$ cat config.mk
export PLATFORM = sky130hd
export DESIGN_NAME = checker_ctlif_mc_flat
export DESIGN_NICKNAME = d
export VERILOG_FILES = /design/src/rtl/checker_ctlif_mc_if.sv /design/src/rtl/checker_ctlif_mc.sv /design/src/flat_wrapper.sv
export SDC_FILE = /design/constraint.sdc
export NUM_CORES = 1
export LEC_CHECK = 0
export CAP_MARGIN = 20
export CORE_AREA = 2 2 240 242
export CTS_CLUSTER_DIAMETER = 200
export DETAILED_ROUTE_END_ITERATION = 10
export DIE_AREA = 0 0 242 244
export DONT_BUFFER_PORTS = 1
export PLACE_DENSITY_LB_ADDON = 0.15
export SYNTH_ARGS = -nofsm -noshare
export SYNTH_HDL_FRONTEND = slang
export SYNTH_SLANG_ARGS = --single-unit
$ cat constraint.sdc
create_clock -name sys_clk -period 5.3 [get_ports sys_clk]
set_input_delay 1.06 -clock sys_clk [delete_from_list [all_inputs] [get_ports sys_clk]]
set_output_delay 1.06 -clock sys_clk [all_outputs]
set_load 0.05 [all_outputs]
$ cat src/rtl/checker_ctlif_mc_if.sv
// CSR bus bundle for checker_ctlif_mc: address, write strobe, write data and registered read data.
interface checker_ctlif_mc_if;
  logic [13:0] csr_a;
  logic        csr_we;
  logic [31:0] csr_di;
  logic [31:0] csr_do;

  modport master (output csr_a, output csr_we, output csr_di, input csr_do);
  modport slave  (input csr_a, input csr_we, input csr_di, output csr_do);
endinterface

$ cat src/rtl/checker_ctlif_mc.sv
// Multi-channel checker control block: CSR register file, per-channel run FSM and interrupt aggregation.
// Optional macro CHECKER_CTLIF_MC_DATA_EN adds per-channel 64-bit result capture (DATA_LOW/DATA_HIGH).
module checker_ctlif_mc #(
  parameter int unsigned CHANNELS = 4,
  parameter logic [3:0]  CSR_ADDR = 4'h0
) (
  input  logic                   sys_clk,
  input  logic                   sys_rst_n,
  checker_ctlif_mc_if.slave      csr,
  output logic                   irq,
  output logic [2*CHANNELS-1:0]  mode_mode,
  output logic [CHANNELS-1:0]    mode_start,
  output logic [64*CHANNELS-1:0] mode_addr,
  input  logic [CHANNELS-1:0]    mode_end,
  input  logic [CHANNELS-1:0]    mode_irq,
  input  logic [CHANNELS-1:0]    mode_error,
  input  logic [64*CHANNELS-1:0] mode_data,
  output logic [CHANNELS-1:0]    mode_ack
);

  typedef enum logic [1:0] {
    ST_IDLE  = 2'd0,
    ST_RUN   = 2'd1,
    ST_DONE  = 2'd2,
    ST_FAULT = 2'd3
  } state_t;

  localparam logic [4:0] GLOBAL_CH = 5'd31;

  state_t              state_r   [CHANNELS];
  logic [1:0]          mode_r    [CHANNELS];
  logic [2:0]          stat_r    [CHANNELS];
  logic [31:0]         addr_lo_r [CHANNELS];
  logic [31:0]         addr_hi_r [CHANNELS];
`ifdef CHECKER_CTLIF_MC_DATA_EN
  logic [63:0]         data_r    [CHANNELS];
`endif
  logic [CHANNELS-1:0] irq_en_r, start_r, ack_r;
  logic                irq_r;
  logic [31:0]         csr_do_r;

  logic                blk_hit_s;
  logic [4:0]          ch_idx_s;
  logic [2:0]          reg_idx_s;
  logic [CHANNELS-1:0] sel_s, wr_ctrl_s, wr_stat_s, wr_alo_s, wr_ahi_s, ctrl_upd_s;
  logic [CHANNELS-1:0] set_end_s, set_err_s, set_irq_s, irq_en_nxt_s, pend_s, pend_nxt_s;
  logic [2:0]          stat_nxt_s [CHANNELS];
  logic [31:0]         rd_ch_s    [CHANNELS];
  logic [31:0]         rd_data_s;
  logic                unused_bits_s;

  assign blk_hit_s = (csr.csr_a[13:10] == CSR_ADDR);
  assign ch_idx_s  = csr.csr_a[7:3];
  assign reg_idx_s = csr.csr_a[2:0];

`ifdef CHECKER_CTLIF_MC_DATA_EN
  assign unused_bits_s = ^csr.csr_a[9:8];
`else
  assign unused_bits_s = ^{csr.csr_a[9:8], mode_data};
`endif

  // Address decode, event qualification and next STAT/irq_en values per channel.
  always_comb begin
    for (int i = 0; i < CHANNELS; i++) begin
      sel_s[i]      = blk_hit_s && (ch_idx_s == 5'(i));
      wr_ctrl_s[i]  = sel_s[i] && csr.csr_we && (reg_idx_s == 3'd0);
      wr_stat_s[i]  = sel_s[i] && csr.csr_we && (reg_idx_s == 3'd1);
      wr_alo_s[i]   = sel_s[i] && csr.csr_we && (reg_idx_s == 3'd2) && (state_r[i] != ST_RUN);
      wr_ahi_s[i]   = sel_s[i] && csr.csr_we && (reg_idx_s == 3'd3) && (state_r[i] != ST_RUN);
      // A start=1 write outside IDLE must not touch mode or irq_en either.
      ctrl_upd_s[i] = wr_ctrl_s[i] && (!csr.csr_di[3] || (state_r[i] == ST_IDLE));
      set_err_s[i]  = (state_r[i] == ST_RUN) && mode_error[i];
      set_end_s[i]  = (state_r[i] == ST_RUN) && mode_end[i] && !mode_error[i];
      set_irq_s[i]  = (state_r[i] == ST_RUN) && mode_irq[i];
      stat_nxt_s[i] = (stat_r[i] & ~(wr_stat_s[i] ? csr.csr_di[2:0] : 3'd0))
                    | {set_err_s[i], set_irq_s[i], set_end_s[i]};
      irq_en_nxt_s[i] = ctrl_upd_s[i] ? csr.csr_di[0] : irq_en_r[i];
      pend_s[i]       = irq_en_r[i] && (|stat_r[i]);
      pend_nxt_s[i]   = irq_en_nxt_s[i] && (|stat_nxt_s[i]);
    end
  end

  // Read-data mux over the current (pre-write) register contents.
  always_comb begin
    rd_data_s = (blk_hit_s && (ch_idx_s == GLOBAL_CH) && (reg_idx_s == 3'd0)) ? 32'(pend_s) : 32'd0;
    for (int i = 0; i < CHANNELS; i++) begin
      case (reg_idx_s)
        3'd0:    rd_ch_s[i] = {28'd0, (state_r[i] == ST_RUN), mode_r[i], irq_en_r[i]};
        3'd1:    rd_ch_s[i] = {29'd0, stat_r[i]};
        3'd2:    rd_ch_s[i] = addr_lo_r[i];
        3'd3:    rd_ch_s[i] = addr_hi_r[i];
`ifdef CHECKER_CTLIF_MC_DATA_EN
        3'd4:    rd_ch_s[i] = data_r[i][31:0];
        3'd5:    rd_ch_s[i] = data_r[i][63:32];
`endif
        default: rd_ch_s[i] = 32'd0;
      endcase
      rd_data_s = rd_data_s | ({32{sel_s[i]}} & rd_ch_s[i]);
    end
  end

  // Per-channel FSMs, register file, acknowledge pulses, irq and CSR read data.
  always_ff @(posedge sys_clk or negedge sys_rst_n) begin
    if (!sys_rst_n) begin
      for (int i = 0; i < CHANNELS; i++) begin
        state_r[i]   <= ST_IDLE;
        mode_r[i]    <= 2'd0;
        stat_r[i]    <= 3'd0;
        addr_lo_r[i] <= 32'd0;
        addr_hi_r[i] <= 32'd0;
`ifdef CHECKER_CTLIF_MC_DATA_EN
        data_r[i]    <= 64'd0;
`endif
      end
      irq_en_r <= '0;
      start_r  <= '0;
      ack_r    <= '0;
      irq_r    <= 1'b0;
      csr_do_r <= 32'd0;
    end else begin
      for (int i = 0; i < CHANNELS; i++) begin
        stat_r[i]   <= stat_nxt_s[i];
        irq_en_r[i] <= irq_en_nxt_s[i];
        ack_r[i]    <= set_end_s[i];
        if (ctrl_upd_s[i]) mode_r[i] <= csr.csr_di[2:1];
        if (wr_alo_s[i]) addr_lo_r[i] <= csr.csr_di;
        if (wr_ahi_s[i]) addr_hi_r[i] <= csr.csr_di;
`ifdef CHECKER_CTLIF_MC_DATA_EN
        if (set_end_s[i]) data_r[i] <= mode_data[64*i +: 64];
`endif
        case (state_r[i])
          ST_IDLE: begin
            if (wr_ctrl_s[i] && csr.csr_di[3]) begin
              state_r[i] <= ST_RUN;
              start_r[i] <= 1'b1;
            end
          end
          ST_RUN: begin
            if (set_err_s[i]) begin
              state_r[i] <= ST_FAULT;
              start_r[i] <= 1'b0;
            end else if (set_end_s[i]) begin
              state_r[i] <= ST_DONE;
              start_r[i] <= 1'b0;
            end else if (wr_ctrl_s[i] && !csr.csr_di[3]) begin
              state_r[i] <= ST_IDLE;
              start_r[i] <= 1'b0;
            end
          end
          ST_DONE, ST_FAULT: begin
            if (stat_nxt_s[i][2] == 1'b0 && stat_nxt_s[i][0] == 1'b0) state_r[i] <= ST_IDLE;
          end
          default: begin
            state_r[i] <= ST_IDLE;
            start_r[i] <= 1'b0;
          end
        endcase
      end
      irq_r    <= |pend_nxt_s;
      csr_do_r <= rd_data_s;
    end
  end

  // Output packing of per-channel registers.
  always_comb begin
    for (int i = 0; i < CHANNELS; i++) begin
      mode_mode[2*i +: 2]   = mode_r[i];
      mode_addr[64*i +: 64] = {addr_hi_r[i], addr_lo_r[i]};
    end
  end

  assign mode_start = start_r;
  assign mode_ack   = ack_r;
  assign irq        = irq_r;
  assign csr.csr_do = csr_do_r;

endmodule
$ cat src/flat_wrapper.sv
// flat-port wrapper written by rule: the top's interface ports become plain ports
module checker_ctlif_mc_flat 
#(
  parameter int unsigned CHANNELS = 4,
  parameter logic [3:0]  CSR_ADDR = 4'h0
)
  (sys_clk, sys_rst_n, irq, mode_mode, mode_start, mode_addr, mode_end, mode_irq, mode_error, mode_data, mode_ack, csr_csr_a, csr_csr_we, csr_csr_di, csr_csr_do);
  checker_ctlif_mc_if csr_i ();
  input  logic sys_clk;
  input  logic sys_rst_n;
  output logic irq;
  output logic [2*CHANNELS-1:0] mode_mode;
  output logic [CHANNELS-1:0] mode_start;
  output logic [64*CHANNELS-1:0] mode_addr;
  input  logic [CHANNELS-1:0] mode_end;
  input  logic [CHANNELS-1:0] mode_irq;
  input  logic [CHANNELS-1:0] mode_error;
  input  logic [64*CHANNELS-1:0] mode_data;
  output logic [CHANNELS-1:0] mode_ack;
  input wire logic [$bits(csr_i.csr_a)-1:0] csr_csr_a;
  input wire logic [$bits(csr_i.csr_we)-1:0] csr_csr_we;
  input wire logic [$bits(csr_i.csr_di)-1:0] csr_csr_di;
  output wire logic [$bits(csr_i.csr_do)-1:0] csr_csr_do;
  assign csr_i.csr_a = csr_csr_a;
  assign csr_i.csr_we = csr_csr_we;
  assign csr_i.csr_di = csr_csr_di;
  assign csr_csr_do = csr_i.csr_do;
  checker_ctlif_mc #(.CHANNELS(CHANNELS), .CSR_ADDR(CSR_ADDR)) u_core (.sys_clk(sys_clk), .sys_rst_n(sys_rst_n), .csr(csr_i), .irq(irq), .mode_mode(mode_mode), .mode_start(mode_start), .mode_addr(mode_addr), .mode_end(mode_end), .mode_irq(mode_irq), .mode_error(mode_error), .mode_data(mode_data), .mode_ack(mode_ack));
endmodule
# After elaboration in Yosys (flattened, before gate mapping)
# Cells that the tools add are included.
[classes]
eq_ne = 35
mux = 57
n_bitwise = 28
reduce_logical = 115
[op_table]
columns = ["operator", "n"]
rows = [
  ["case mux 32 bit (4 select lines)", 4],
  ["bitwise AND 32 bit", 4],
  ["OR 32 bit", 4],
  ["logical AND 1 bit", 74],
  ["two-way mux 2 bit", 20],
  ["case mux 2 bit (3 select lines)", 4],
  ["AND reduction 3 bit", 8],
  ["OR reduction 3 bit", 8],
  ["two-way mux 1 bit", 20],
  ["== test 2 bit, second input constant", 8],
  ["inequality test 2 x 1 -> 1 bit, second input constant", 8],
  ["inequality test 4 x 2 -> 1 bit, second input constant", 4],
  ["bitwise AND 3 bit", 4],
  ["two-way mux 3 bit", 4],
  ["inverter 3 bit", 4],
  ["OR 3 bit", 4],
  ["== test 5 x 2 -> 1 bit, second input constant", 2],
  ["== test 2 x 1 -> 1 bit, second input constant", 4],
  ["logical NOT 2 bit", 4],
  ["inequality test 2 bit, second input constant", 4],
  ["inverter 1 bit", 8],
  ["case mux 1 bit (2 select lines)", 4],
  ["nonzero test 2 bit", 4],
  ["OR reduction 2 bit", 4],
  ["other kinds (11)", 19],
]
[totals]
reg_bits = 329
in_bits = 317
output_inout_bits = 305
word_cells = 263

# Longest topological paths before layout
# Gate-level depths: netlist of run 1.
[depth]
ltp_word = 12
ltp_mapped = 8

# Least setup slack after synthesis of run 1
# No wires, ideal clock.
[synth_timing]
path_type = "input-to-reg"
start = "in csr_csr_a[13]"
end = "reg u_core.addr_lo_r, in the netlist u_core.mode_addr[68]"
setup_ps = 125
t_arrival_ps = 2911
required_time_ps = 5175
path_slack_ps = 2264
stages = 7
cell_sequence = "or4_4 > buf_6 > nor2_2 > nand2_1 > nor3_2 > buf_2 > mux2_2"
[synth_between]
elab_chain_cells = 5
[synth_lines]
columns = ["element", "line", "rtl"]
rows = [
  ["from (decl)", "flat_wrapper.sv:20", "input wire logic [$bits(csr_i.csr_a)-1:0] csr_csr_a;"],
  ["logical NOT 4 bit", "checker_ctlif_mc.sv:52", "assign blk_hit_s = (csr.csr_a[13:10] == CSR_ADDR);"],
  ["logical AND 1 bit", "checker_ctlif_mc.sv:65", "sel_s[i] = blk_hit_s && (ch_idx_s == 5'(i));"],
  ["logical AND 1 bit (3 in series)", "checker_ctlif_mc.sv:68", "wr_alo_s[i] = sel_s[i] && csr.csr_we && (reg_idx_s == 3'd2) && (state_r[i] != ST_RUN);"],
  ["to (signal, indexed assignment)", "checker_ctlif_mc.sv:126", "if (wr_alo_s[i]) addr_lo_r[i] <= csr.csr_di;"],
  ["to (decl)", "checker_ctlif_mc.sv:33", "logic [31:0] addr_lo_r [CHANNELS];"],
]
# Every way passes these cells.
# A chain may end at the register's enable or synchronous reset.

# Worst setup path after layout of run 1
[layout_timing]
start = "in csr_csr_a[13]"
end = "reg u_core.addr_lo_r, in the netlist u_core.mode_addr[18]"
# Same word-level chain as after synthesis.

==> out/results.ini, run 1 <==
[sta]
rsz0062_at_grt = false
slew_headroom_pct = 16.6
max_freq_mhz = 293
finalClockSkew_ns = 0.0157
fin_crit_sh_pct = 64.5
slew_violations = 0
finalHoldViolCount = 0
layout_min_cycle_time_ns = 3.42
tns_ns = 0
layout_setup_ws_ns = 1.88
setup_viol = 0
holdWs_ns = 0.200
worstMarginPinSlew_ns = 1.24

[critical_path]
cp.arrival_ns = 3.86
critPathKind = in2reg
cp-start-kind = primary input
crit_fanout = 20
worstSetupEndpointType = register
cp.required_ns = 5.74

[power_and_ir_drop]
ir_worst_vdd_uv = 220
power_density_nw_per_um2 = 339
p_total_w = 0.00576
p_leak_nw = 7.74

[die]
initial_core_util_pct = 26.2
die_area_um2 = 59000
io_pins = 622
fp.dieW_um = 242
die_h_um = 244
core-area_um2 = 56200
rows = 87

[clocking]
post_cts_buffers = 0
worst_skew_pair.late_latency_ns = 0.56
htree_levels = 2
cts_made_buffers = 41
holdBufCountCts = 0
clockBufferDepth = 3
cts_root_buf = clkbuf_16
cts_tree = yes
cts_resized = 0
cts_num_sinks = 329
clk_pin_slew_ns = 0.06

[final_layout]
drive_above_1_share_pct = 34.4
nets = 1398
area_growth_pct = 15.6

[yosys]
synth_flop_cell = dfrtp_1
synth_top_area_share_pct = 56.0
synthArstFlopShare_pct = 100
ys_top_cells_by_area = dfrtp_1 (56%), mux2_2 (20%), mux2i_1 (3.8%)
yosysMostFrequentCell = dfrtp_1
ys_warn_count = 0
synth_area_um2 = 14700
yosysTopAreaCell = dfrtp_1
netlist_instances = 1089
yosysUniqueCellTypes = 61
synth_edf_count = 0
avgSynthCellArea_um2 = 13.5
synth_seq_cells = 329
netlist_top_cells_count = dfrtp_1 (329), mux2_2 (255), nand2_1 (64), a22oi_1 (60), mux2i_1 (56)
synth.yosys.seq_area_share_pct = 56.0
synth_nets = 1406

[worst_hold_path]
holdCritPathClass = in2async

[global_route]
antenna_found_initial = 1
grt_pass1_wl_um = 78900
grt_pass1_vias = 10300
gr-usage-all-layers_pct = 18.2
grt-ovfl-total = 0
grt_max_degree = 330

[placed_design]
dp_hpwl_um = 35600
post-place-ws_ns = 1.37
gp_congestion = 0.799
numPortBuffers = 0

[drt]
drtAntennaViolNets = 0
wl_met2_um = 25600
wl_met1_um = 23200
avgRoutedWirePerCell_um = 29.2
drt_iter0_markers = 625
num_vias = 9757
top_layer_used = met5
routed_via_density = 5.21
dr.pass1.iters = 5
wl_met3_um = 4610
drt_wl_total_um = 54700
drc = 0

[flow_run]
max-cap-violations = 0

[status]
status = complete, no violations

## where the power goes
part	switching (W)	internal, W	leakage (nW)
combinational	0.0000857	0.0000728	2.47
clock	0.00113	0.00182	0.707
sequential	0.0000987	0.00255	4.56
## final timing paths
kind / from / endpoint / slack (ns) / depth (start not counted)
hold / removal: sys_rst_n / u_core.mode_addr[242] / 0.20 / 0
setup / recovery: csr_csr_a[13] / u_core.mode_addr[18] / 1.88 / 6
setup reg to reg: u_core.state_r[3] / u_core.mode_addr[167] / 3.15 / 6
max in group asynchronous: sys_rst_n / u_core.mode_addr[192] / 4.56 / 0
hold reg to reg: u_core.state_r[6] / u_core.mode_start[0] / 0.55 / 1
min in group sys_clk: u_core.state_r[6] / u_core.mode_start[0] / 0.55 / 1
## per-stage QoR
| stage | cells | instance area (um^2) | util [%] |
|---|---|---|---|
| global placement | 1794 | 15500 | 27.7 |
| floorplan | 1089 | 14700 | - |
| finish | 1871 | 17000 | 30.2 |
| detailed placement | 1794 | 15500 | 27.7 |
| CTS | 1869 | 17000 | 30.2 |
| global route | 1869 | 17000 | 30.2 |
## area by class of cell
cell class | instances | area (um^2)
clock inverters | 10 | 131
well taps | 756 | 946
fillers | 5755 | 39200
inverters | 7 | 26.3
flip-flops and latches | 329 | 8230
repair buffers | 26 | 195
multi-input cells | 676 | 6140
diodes | 2 | 5.00
clock buffers | 65 | 1300
## flip-flops by register name, summed over array words and instances, names as in the netlist
signal             count
u_core.state_r         8
u_core.mode_ack        4
u_core.irq             1
u_core.irq_en_r        4
u_core.mode_mode       8
u_core.mode_start      4
u_core.stat_r         12
u_core.mode_addr     256
u_core.csr.csr_do     32
## logic make-up after synthesis
group	Yosys count	synth area share [%]
mux	340	26.5
compound gates	190	9.46
simple gates	146	5.39
buf+inv	84	2.59
flops	329	56.0
## critical path: stages
cell and delay [ns]:
or4_4 0.66, nor2_4 0.71, nand2_1 0.30, nor3_4 0.27
buf_4 0.43, mux2_2 0.39
## routing by layer
metal / vias up / track usage, %
met2: 381 / 29.1
met3: 80 / 6.67
met4: 2 / 5.01
li1: 4123 / -
met5: - / 0
met1: 5171 / 23.2
## cells in the final DEF, fill, tap and decap left out, drive strengths merged, types with 5 or more instances in the layout
cell type | Yosys | layout
a21oi | 8 | 8
mux2 | 272 | 272
nor3 | 12 | 12
o21ai | 22 | 22
nand3 | 11 | 11
o41ai | 8 | 8
nand2 | 64 | 64
o22ai | 33 | 33
nor2b | 8 | 8
mux4 | 12 | 12
nand4 | 5 | 5
mux2i | 56 | 56
a22oi | 60 | 60
clkinv | 0 | 5
inv | 7 | 8
dfrtp | 329 | 329
clkbuf | 37 | 65
o221ai | 28 | 28
nor2 | 8 | 8
buf | 40 | 26
Power figures use the tool's default switching activity.
==> run 2, diff against run 1 <==
clock period = 3.2 ns   (was 5.3 ns; I/O delays follow)
==> run 2 against run 1 <==
The run now ends with hold timing left. Via count hardly changed. Worst hold slack worse by 0.42 ns. Cell count is 0.59% higher. Clock power is 47% higher. Critical path depth is 1 lower. First-iteration DRC count is 8.2% higher. Sequential power is 65% higher. Sequential share of layout area is 0.20 points lower. Worst setup slack worse by 0.98 ns. Die area stayed put. Combinational power is 80% higher. Non-clock buffer count is 16 higher. Critical endpoint is now u_core.irq. Largest cell class unchanged.
==> out/results.ini, run 2 (synthesis results as in run 1) <==
[status]
status = finished with violations
violations = hold timing

[final_layout]
area_growth_pct = 16.1
final-seq-area_um2 = 8230
largest_reg_flops = 256
nets = 1413
drive_above_1_share_pct = 34.4
final_common_cell = dfrtp_1
fill_cells = 5793
multi_input_area_um2 = 6140
final_cell_mix = dfrtp_1 (329), mux2_2 (255), nand2_1 (62)

[power_and_ir_drop]
power_density_nw_per_um2 = 529
power_frac_comb_pct = 3.2
power.share.clock_pct = 48.2
ir_worst_vdd_uv = 447
p_int_w = 0.00686
p_leak_nw = 7.74
p_switching_w = 0.00216
pwr-share-seq_pct = 48.6
p_total_w = 0.00902
swShare_pct = 23.9

[critical_path]
cp.arrival_ns = 2.72
critPathKind = in2reg
cp-start-kind = primary input
crit_fanout = 12
crit_slowest_cell = or3_1
max_stage_delay_ns = 0.63
worstSetupEndpointType = register
crit_chain = or3_1 > o41ai_1 > and2_2 > a32oi_1 > a2111o_1
cp.required_ns = 3.62

[sta]
setup_viol = 0
rsz0062_at_grt = false
slew_headroom_pct = 53.3
tns_ns = 0
holdWs_ns = -0.217
fin_crit_sh_pct = 71.9
worstMarginPinSlew_ns = 0.700
slew_violations = 0
layout_min_cycle_time_ns = 2.30
finalClockSkew_ns = 0.0162
max_freq_mhz = 434
finalHoldViolCount = 329

[global_route]
antenna_found_initial = 3
grt_pass1_vias = 10300
grt_pass1_wl_um = 78700
grt-ovfl-total = 0
gr-usage-all-layers_pct = 18.2
grt_max_degree = 330

[clocking]
cts_resized = 0
post_cts_buffers = 0
clockBufferDepth = 3
htree_levels = 2
cts_made_buffers = 40
worst_skew_pair.late_latency_ns = 0.57
cts_root_buf = clkbuf_16
cts_num_sinks = 329
cts_tree = yes
clk_pin_slew_ns = 0.06

[die]
rows = 87
die_area_um2 = 59000
core-area_um2 = 56200
die_h_um = 244
initial_core_util_pct = 26.2
fp.dieW_um = 242
io_pins = 622

[drt]
drtAntennaViolNets = 0
drt_wl_total_um = 54900
drc = 0
drt_iter0_markers = 676
routed_via_density = 5.19
avgRoutedWirePerCell_um = 29.1
num_vias = 9766
dr.pass1.iters = 5

[placed_design]
numPortBuffers = 0
dp_hpwl_um = 36100
gp_congestion = 0.798

[flow_run]
max-cap-violations = 0

[worst_hold_path]
holdCritPathClass = in2async

[run 2: final timing paths]
| check | endpoint | slack, ns | from | cells after the start |
|---|---|---|---|---|
| max | u_core.irq | 0.90 | csr_csr_a[6] | 5 |
| min | u_core.mode_addr[178] | -0.22 | sys_rst_n | 0 |
| max reg2reg | u_core.mode_addr[137] | 1.10 | u_core.state_r[3] | 6 |
| min reg2reg | u_core.mode_start[0] | 0.55 | u_core.state_r[6] | 1 |
| max in group asynchronous | u_core.mode_addr[97] | 2.83 | sys_rst_n | 0 |
| min in group sys_clk | u_core.csr.csr_do[3] | 0.14 | csr_csr_a[2] | 1 |
[run 2: per-layer routing]
metal,track usage [%],share of wire (%),up-vias,wire [um]
met4,5.14,2.1,0,1150
met1,23.3,42,5143,23200
met2,29.6,47,389,25800
met3,5.85,8.6,75,4690
li1,-,-,4159,-
met5,0,0,-,0
[run 2: metrics by stage]
step           setup WS (ns)  hold WS, ns  instances  utilization (%)  instance area [um^2]
6_report               0.898       -0.217       1882             30.4                 17000
5_1_grt                0.846       -0.258       1881             30.3                 17000
4_1_cts                0.897       -0.269       1881             30.3                 17000
3_5_place_dp           0.299        0.354       1810             28.2                 15800
3_3_place_gp           0.285        0.353       1810             28.2                 15800
2_1_floorplan          0.584        0.344       1089                -                 14700
[run 2: power by group through the flow]
stage	logic (W)	registers [W]	clock network (W)
after floorplan	0.000234	0.00442	0
after global placement	0.000284	0.00446	0
after detailed placement	0.000282	0.00446	0
after CTS	0.000285	0.00438	0.00453
after global routing	0.000303	0.00439	0.00467
final	0.000285	0.00438	0.00435
[run 2: final cells by class]
type                       instances  area share [%]
sequential                       329            48.3
multi-input combinational        676            36.0
clock buffer                      63            6.85
tap                              756            5.55
timing repair buffer              42            2.80
clock inverter                     8           0.294
inverter                           7           0.154
antenna                            1          0.0147
[run 2: critical path: cells and delay by family]
family,cells,cell delay (ns)
AND/OR/NAND/NOR,2,0.90
AO/OA/AOI/OAI,3,1.17
==> run 3, diff against run 2 <==
CORE_AREA = 2 2 239 241   (was 2 2 240 242)
DIE_AREA = 0 0 241 243   (was 0 0 242 244)
clock period = 1.9 ns   (was 3.2 ns; I/O delays follow)
==> run 3 against run 2 <==
The flow still finishes with violations (hold timing). Non-clock buffer count up 163. Worst hold slack lost 0.25 ns. Worst setup slack lost 0.87 ns. First-iteration DRC count rose by 0.44%. Sequential power grew 68%. Critical path type unchanged. Global-route usage is 1.3 points higher. Clock skew grew 0.00063 ns. Sequential share of layout area down 5.9 points.
==> out/results.ini, run 3 (synthesis results as in run 1) <==
[sta]
worstMarginPinSlew_ns = 0.747
holdWs_ns = -0.467
layout_setup_ws_ns = 0.0257
setup_viol = 0
tns_ns = 0
finalClockSkew_ns = 0.0168
slew_headroom_pct = 49.6
layout_min_cycle_time_ns = 1.87
finalHoldViolCount = 329
fin_crit_sh_pct = 98.6
max_freq_mhz = 534
slew_violations = 0
rsz0062_at_grt = false

[power_and_ir_drop]
p_int_w = 0.0123
pwr-share-seq_pct = 45.6
ir_worst_vdd_uv = 997
p_total_w = 0.0162
p_leak_nw = 8.96
power_frac_comb_pct = 5.4
p_switching_w = 0.00388
power.share.clock_pct = 48.9
power_density_nw_per_um2 = 832
swShare_pct = 24.0

[status]
violations = hold timing
status = finished with violations

[global_route]
grt_pass1_vias = 11100
antenna_found_initial = 1
grt_max_degree = 330
grt_pass1_wl_um = 83700
gr-usage-all-layers_pct = 19.5
grt-ovfl-total = 0

[flow_run]
max-cap-violations = 0

[worst_hold_path]
holdCritPathClass = in2async

[placed_design]
dp_hpwl_um = 37900
post-place-ws_ns = -0.514
numPortBuffers = 0
gp_congestion = 0.800
place_area_um2 = 17400

[critical_path]
crit_fanout = 13
worstSetupEndpointType = register
cp.required_ns = 2.37
critPathCapture = u_core.csr.csr_do[1]
max_stage_delay_ns = 0.67
cp-start-kind = primary input
critPathKind = in2reg
cp.arrival_ns = 2.34
cp_top_family = simple AND/OR/NAND/NOR gates
crit_slowest_cell = or4_4
reg2reg_depth = 6
path_depth = 6
rr_startpoint = u_core.state_r[6]
ff2ff_setup_slack_ns = 0.06
crit_chain = or4_4 > buf_4 > nor4_1 > buf_4 > o311ai_0 > a31oi_1
cp_common_cell = buf_4
startpoint = csr_csr_a[10]
timing.critical_path.buf_inv = 2
worstReg2RegEnd = u_core.mode_addr[32]

[drt]
num_vias = 10300
drt_wl_total_um = 57900
dr.pass1.iters = 5
drt_iter0_markers = 679
drtAntennaViolNets = 0
routed_via_density = 5.06
drc = 0
avgRoutedWirePerCell_um = 28.3

[final_layout]
final_common_cell = dfrtp_1
n_antenna_cell = 0
nets = 1577
drive_above_1_share_pct = 42.2
stdcell_area_um2 = 19400
final_cell_mix = dfrtp_1 (329), mux2_2 (136), mux2_4 (127), buf_4 (127), a22oi_1 (60)
area_growth_pct = 32.3
largest_reg_flops = 256

[die]
io_pins = 622
initial_core_util_pct = 26.3
fp.dieW_um = 241
die_h_um = 243
rows = 87
die_area_um2 = 58600
core-area_um2 = 56000

[clocking]
clk_pin_slew_ns = 0.05
holdBufCountCts = 48
worst_skew_pair.late_latency_ns = 0.56
cts_tree = yes
cts_root_buf = clkbuf_16
htree_levels = 2
cts_made_buffers = 41
cts_num_sinks = 329
clockBufferDepth = 3

-- run 3: cell types whose count changed in the layout (fill, tap and decap cells not counted), sizes merged --
cell | previous run | this run
inv | 9 | 8
diode | 1 | 0
dlygate4sd3 | 0 | 48
bufbuf | 0 | 1
clkinvlp | 1 | 2
bufinv | 0 | 2
buf | 42 | 155
clkbuf | 63 | 59
clkinv | 5 | 8
-- run 3: worst register-to-register path, stage by stage, from the launching register on --
cell	delay [ns]
dfrtp_1	0.37
nor2b_1	0.17
nand2b_2	0.25
nor3_4	0.27
buf_12	0.16
buf_4	0.20
mux2_4	0.31
-- run 3: repair_timing --
item,4_1_cts,5_1_grt
pin swaps,3,1
setup endpoints to repair,96,70
resized for setup,2,7
endpoints found under the hold margin,614,329
gates cloned,1,1
setup buffers,3,3
-- run 3: metrics by stage --
step                cells  utilization [%]  hold WS, ns
CTS                  2040             34.6       -0.516
finish               2044             34.7       -0.467
detailed placement   1917             31.1       0.0961
global placement     1917             31.1       0.0956
global route         2044             34.7       -0.486
floorplan            1089                -       0.0844
-- run 3: power groups by stage --
stage | logic, W | clock network [W] | registers [W]
floorplan | 0.000469 | 0 | 0.00746
global placement | 0.000682 | 0 | 0.00750
detailed placement | 0.000686 | 0 | 0.00750
CTS | 0.000870 | 0.00817 | 0.00737
global route | 0.000939 | 0.00843 | 0.00738
finish | 0.000878 | 0.00791 | 0.00738
-- run 3: cell type report --
| cell class | instances | area [um^2] |
|---|---|---|
| inverters | 7 | 26.3 |
| well taps | 756 | 946 |
| multi-input cells | 676 | 6830 |
| repair buffers | 205 | 2040 |
| clock buffers | 58 | 1220 |
| flip-flops and latches | 329 | 8230 |
| clock inverters | 13 | 135 |
| fillers | 5524 | 36500 |
-- run 3: metal layers --
metal	wire, um	GRT usage [%]
met1	25400	25.7
met2	26700	30.8
met3	4650	6.29
met4	1090	5.21
met5	0	0
-- run 3: worst min-delay path by stage --
stage | startpoint | depth (start not counted) | slack, ns | endpoint
floorplan | sys_rst_n | 0 | 0.08 | u_core.csr.csr_do[0]
global placement | sys_rst_n | 0 | 0.1 | u_core.mode_addr[121]
detailed placement | sys_rst_n | 0 | 0.1 | u_core.mode_addr[121]
CTS | sys_rst_n | 0 | -0.52 | u_core.mode_addr[222]
global route | sys_rst_n | 0 | -0.49 | u_core.mode_addr[121]
finish | sys_rst_n | 0 | -0.47 | u_core.mode_addr[121]
